===== src/rtl/hazard_sched.sv =====
// Pipeline hazard scheduler: load-use / branch-operand stalls, redirect flushes,
// and a data-memory wait tracker with a sticky timeout error and a stall counter.
module hazard_sched #(
    parameter int MEM_TIMEOUT = 16,
    parameter int CNT_W       = 16
) (
    input  logic             clk,
    input  logic             rst,
    input  logic [4:0]       rsD,
    input  logic [4:0]       rtD,
    input  logic             branchD,
    input  logic             jumpD,
    input  logic             pcSrcD,
    input  logic             regWriteE,
    input  logic             memToRegE,
    input  logic [4:0]       writeRegE,
    input  logic             memToRegM,
    input  logic [4:0]       writeRegM,
    input  logic             dmemReqM,
    input  logic             dmemReadyM,
    input  logic             errClr,
    input  logic             cntClr,
    output logic             stallF,
    output logic             stallD,
    output logic             stallE,
    output logic             stallM,
    output logic             flushD,
    output logic             flushE,
    output logic             timeoutErr,
    output logic [CNT_W-1:0] stallCnt
);

    typedef enum logic [1:0] {
        S_RUN  = 2'd0,
        S_WAIT = 2'd1,
        S_ERR  = 2'd2
    } state_t;

    localparam logic [7:0] LP_WAIT_LAST = 8'(MEM_TIMEOUT - 1);

    state_t           r_state;
    state_t           w_state_nxt;
    logic [7:0]       r_wait_cnt;
    logic [7:0]       w_wait_cnt_nxt;
    logic             r_timeout_err;
    logic             w_timeout_err_nxt;
    logic [CNT_W-1:0] r_stall_cnt;

    logic w_rs_nz;
    logic w_rt_nz;
    logic w_lw_stall;
    logic w_br_stall;
    logic w_mem_stall;
    logic w_in_err;

    // Register 0 is hardwired to zero, so it can never carry a real dependency.
    assign w_rs_nz = (rsD != 5'd0);
    assign w_rt_nz = (rtD != 5'd0);

    assign w_lw_stall = memToRegE &
                        ((w_rs_nz & (rsD == writeRegE)) | (w_rt_nz & (rtD == writeRegE)));

    assign w_br_stall = branchD &
                        ((regWriteE & ((w_rs_nz & (rsD == writeRegE)) |
                                       (w_rt_nz & (rtD == writeRegE)))) |
                         (memToRegM & ((w_rs_nz & (rsD == writeRegM)) |
                                       (w_rt_nz & (rtD == writeRegM)))));

    assign w_in_err    = (r_state == S_ERR);
    assign w_mem_stall = ~w_in_err & dmemReqM & ~dmemReadyM;

    // NOTE: every output of a combinational block gets a default first so no
    // path leaves it unassigned and a latch is never inferred.
    always_comb begin
        stallF = 1'b0;
        stallD = 1'b0;
        stallE = 1'b0;
        stallM = 1'b0;
        flushD = 1'b0;
        flushE = 1'b0;
        if (w_in_err || w_mem_stall) begin
            stallF = 1'b1;
            stallD = 1'b1;
            stallE = 1'b1;
            stallM = 1'b1;
        end else if (w_lw_stall || w_br_stall) begin
            stallF = 1'b1;
            stallD = 1'b1;
            flushE = 1'b1;
        end else if (pcSrcD || jumpD) begin
            flushD = 1'b1;
        end
    end

    always_comb begin
        w_state_nxt       = r_state;
        w_wait_cnt_nxt    = r_wait_cnt;
        w_timeout_err_nxt = r_timeout_err;
        unique case (r_state)
            S_RUN: begin
                if (w_mem_stall) begin
                    w_state_nxt    = S_WAIT;
                    w_wait_cnt_nxt = 8'd1;
                end
            end
            S_WAIT: begin
                if (dmemReadyM || !dmemReqM) begin
                    w_state_nxt    = S_RUN;
                    w_wait_cnt_nxt = 8'd0;
                end else if (r_wait_cnt == LP_WAIT_LAST) begin
                    w_state_nxt       = S_ERR;
                    w_timeout_err_nxt = 1'b1;
                end else begin
                    w_wait_cnt_nxt = r_wait_cnt + 8'd1;
                end
            end
            S_ERR: begin
                if (errClr) begin
                    w_state_nxt       = S_RUN;
                    w_wait_cnt_nxt    = 8'd0;
                    w_timeout_err_nxt = 1'b0;
                end
            end
            default: begin
                w_state_nxt    = S_RUN;
                w_wait_cnt_nxt = 8'd0;
            end
        endcase
    end

    // NOTE: sequential state uses non-blocking assignments so every register
    // samples pre-edge values regardless of statement order.
    always_ff @(posedge clk or negedge rst) begin
        if (!rst) begin
            r_state       <= S_RUN;
            r_wait_cnt    <= 8'd0;
            r_timeout_err <= 1'b0;
        end else begin
            r_state       <= w_state_nxt;
            r_wait_cnt    <= w_wait_cnt_nxt;
            r_timeout_err <= w_timeout_err_nxt;
        end
    end

    always_ff @(posedge clk or negedge rst) begin
        if (!rst) begin
            r_stall_cnt <= '0;
        end else if (cntClr) begin
            r_stall_cnt <= '0;
        end else if (stallF && (r_stall_cnt != '1)) begin
            r_stall_cnt <= r_stall_cnt + 1'b1;
        end
    end

    assign timeoutErr = r_timeout_err;
    assign stallCnt   = r_stall_cnt;

endmodule

===== config.mk =====
export PLATFORM = sky130hd
export DESIGN_NAME = hazard_sched
export DESIGN_NICKNAME = d
export VERILOG_FILES = /design/src/rtl/hazard_sched.sv
export SDC_FILE = /design/constraint.sdc
export NUM_CORES = 1
export LEC_CHECK = 0
export BUFFER_PORTS_ARGS = -buffer_cell sky130_fd_sc_hd__buf_2
export CORE_UTILIZATION = 50
export DETAILED_ROUTE_END_ITERATION = 10
export GPL_TIMING_DRIVEN = 1
export MAX_ROUTING_LAYER = met4
export PLACE_DENSITY = 0.78
export SETUP_SLACK_MARGIN = 0.3
export SLEW_MARGIN = 20
export SYNTH_ARGS = -nofsm -noshare
export SYNTH_HDL_FRONTEND = slang
export SYNTH_SLANG_ARGS = --single-unit
export TNS_END_PERCENT = 100

===== constraint.sdc =====
create_clock -name clk -period 3.6 [get_ports clk]
set_input_delay 0.72 -clock clk [delete_from_list [all_inputs] [get_ports clk]]
set_output_delay 0.72 -clock clk [all_outputs]
set_load 0.05 [all_outputs]

==> summary.txt <==
Status
  – Status: complete, no violations

Synthesis
  – Cells after Synth: 203
  – Post-Syn Nets: 237
  – Synthesized cell area: 1810 µm²
  – Yosys reg bits: 27
  – Share of the synthesized area in the top cell type: 37.3%
  – Ys async rst share: 100%
  – Avg Inst Size Synth: 8.93 µm²
  – Synth area leaders: dfrtp_1, xor2_1, xnor2_1
  – Primary FF master, synth: dfrtp_1
  – Post-synthesis sequential area ratio: 37.3%
  – Yosys Warn Count: 0
  – Post-synth top area cell: dfrtp_1
  – Yosys cell types: 38
  – Number of synthesized flops with an enable pin: 0

Final layout
  – Fillers: 321
  – Post-route insts no fill: 299
  – N_diodes: 0
  – Share of cells above drive strength 1: 29.2%
  – Nets: 288
  – Layout area overhead: 17.7%

Timing
  – Final WS setup: 0.409 ns
  – RSZ-0062 raised after global routing: false
  – Clock Skews: 0.00197 ns
  – Fin. Hold Viols: 0
  – Rel. slew slack: 49.1%
  – Final min period: 3.19 ns
  – Setup TNS: 0 ns
  – Max Clk Rate: 0.313 GHz
  – Final Cycle Share: 88.6%
  – # setup viols final: 0
  – Worst slew pin tran: 0.760 ns
  – Max-slew violations: 0

Clock network
  – CTS Root Cell: clkbuf_4
  – Cts hold-fix bufs: 0
  – TritonCTS clock tree: built
  – Clock buffer depth: 2
  – Resized cells post-CTS: 0
  – Clock insertion delay at the later pin of the skew report: 0.33 ns
  – Number of post-CTS setup repair buffers: 0
  – CTS H-tree lvls: 1
  – CTS Buf Count: 3
  – Clk sink count: 27
  – Worst-path clk slew: 0.15 ns

Worst setup path
  – Critical path peak fanout: 5
  – Critical Path Start Type: primary input
  – Worst EP required: 2.88 ns
  – CP Class: primary input to output pin
  – Worst path arrival time: 2.47 ns
  – CP endpoint kind: output pin

Global route
  – Vias in the first global route: 1521
  – Largest net degree at the start of global routing: 28
  – Initial antenna violation count: 0
  – Gr usage total: 21.7%
  – First-pass GRT wire length: 6600 µm
  – Total grt overflow: 0

Placed design
  – HPWL Detailed: 2980 µm
  – RePlAce Congestion: 0.872
  – Cells after DPL: 295
  – Setup WS pre-CTS: 0.357 ns
  – Number of port buffers: 54

Power and ir drop
  – LEAKAGE: 0.986 nW
  – Max rail drop VDD: 0.000160 V
  – P per Cell Area: 357 nW/µm²

Route
  – WL/cell: 13.2 µm
  – Routed Antenna Nets: 0
  – Routed vias/inst: 5.62
  – Final wirelength: 3940 µm
  – DR pass1 iterations: 4
  – Vias post-DR: 1679
  – Drt drc: 0
  – 1st-iter DRT viols: 65

Floorplan
  – Core box area: 3420 µm²
  – IO Count: 55
  – Die Span Y: 62.2 µm
  – Die ar.: 3870 µm²
  – Initial Utilization: 53.1%
  – FP Rows: 21
  – Chip width: 62.2 µm

Min path
  – Min-Delay Path Class: primary input to asynchronous set/reset pin

Run
  – Max Cap Viol: 0
-- path summary, 6_finish.rpt --
check	slack, ns	end	start	cells past startpoint
worst max-delay path	0.41	flushD	rsD[1]	9
worst min-delay path	0.37	stallCnt[8]$_DFFE_PN0P_	rst	1
worst max register to register	0.96	stallCnt[13]$_DFFE_PN0P_	stallCnt[6]$_DFFE_PN0P_	7
worst min register to register	0.53	r_wait_cnt[5]$_DFFE_PN0P_	r_wait_cnt[5]$_DFFE_PN0P_	1
max in group asynchronous	2.85	r_wait_cnt[3]$_DFFE_PN0P_	rst	1
min in group clk	0.53	r_wait_cnt[5]$_DFFE_PN0P_	r_wait_cnt[5]$_DFFE_PN0P_	1
-- placed cells by master (no fill, tap or decap), types with 6 or more instances in the layout --
cell	count
o31ai_1	6
nor4_1	6
buf_2	53
dfrtp_1	27
xnor2_1	12
and3_1	7
xor2_1	13
or4_1	8
nor2b_1	8
nand3_1	8
a21oi_1	13
mux2_2	6
nor2_1	21
nand2_1	17
-- critical path, cell delays in order --
cell      delay, ns
buf_2          0.12
or4_1          0.51
nor2_1         0.14
or4_1          0.14
a21oi_2        0.06
a311oi_2       0.27
inv_1          0.19
nor2_4         0.10
clkbuf_4       0.23
-- report_power, final --
group | total (W) | switching [W] | internal (W)
clock network | 0.000137 | 0.0000936 | 0.0000436
logic | 0.000277 | 0.000192 | 0.0000844
registers | 0.000349 | 0.0000272 | 0.000321
total | 0.000763 | 0.000313 | 0.000449
-- layer usage --
| layer | vias to the layer above | share of wire [%] | GRT usage (%) |
|---|---|---|---|
| met4 | 0 | 2.0 | 8.43 |
| met5 | - | 0 | - |
| li1 | 830 | - | - |
| met2 | 48 | 49 | 36.5 |
| met3 | 7 | 3.7 | 2.39 |
| met1 | 794 | 45 | 26.7 |
-- registers in the layout, indices dropped and copies added, names as in the netlist --
name / count
r_state: 2
r_wait_cnt: 8
stallCnt: 16
timeoutErr: 1
-- stage by stage --
step                      total power [W]  instance area (µm²)  hold slack [ns]  utilization (%)
after detailed placement         0.000631                 2100            0.508             61.4
after floorplan                  0.000570                 1820            0.424                -
after global routing             0.000801                 2130            0.415             62.5
final                            0.000763                 2130            0.366             62.5
after global placement           0.000625                 2100            0.511             61.4
after CTS                        0.000764                 2120            0.394             62.2
-- kinds of logic (layout without fill, tap and decap cells) --
kind of cell    Yosys count  count (layout)  synth area share [%]
compound gates           35              35                  12.8
xor+xnor                 25              25                  12.1
fa+ha+maj                 2               2                  1.38
buf+inv                  14              64                  4.69
flops                    27              27                  37.3
mux                       7               7                  4.55
simple gates             93              93                  27.3
-- synth_stat cells (2+ instances only) --
cell      instances
and3_1            7
mux2_2            6
buf_4             2
nand2_1          17
o21ai_0           5
xnor2_1          12
nor2b_1           8
a31oi_1           2
nor4_1            6
nor3b_1           2
buf_6             2
a21oi_1          13
o31ai_1           6
ha_1              2
dfrtp_1          27
or4_1             8
o41ai_1           2
clkbuf_1          4
xor2_1           13
nand4_1           5
nor3_1            5
nand3_1           8
inv_1             5
nor2_1           22
-- final cells by class --
| class | count | area, µm² | share of cell area, % |
|---|---|---|---|
| multi-input combinational | 162 | 1070 | 50.4 |
| clock buffer | 4 | 26.3 | 1.23 |
| inverter | 5 | 18.8 | 0.880 |
| tap | 46 | 57.6 | 2.70 |
| timing repair buffer | 55 | 280 | 13.1 |
| sequential | 27 | 676 | 31.7 |
Power figures use the tool's default switching activity.
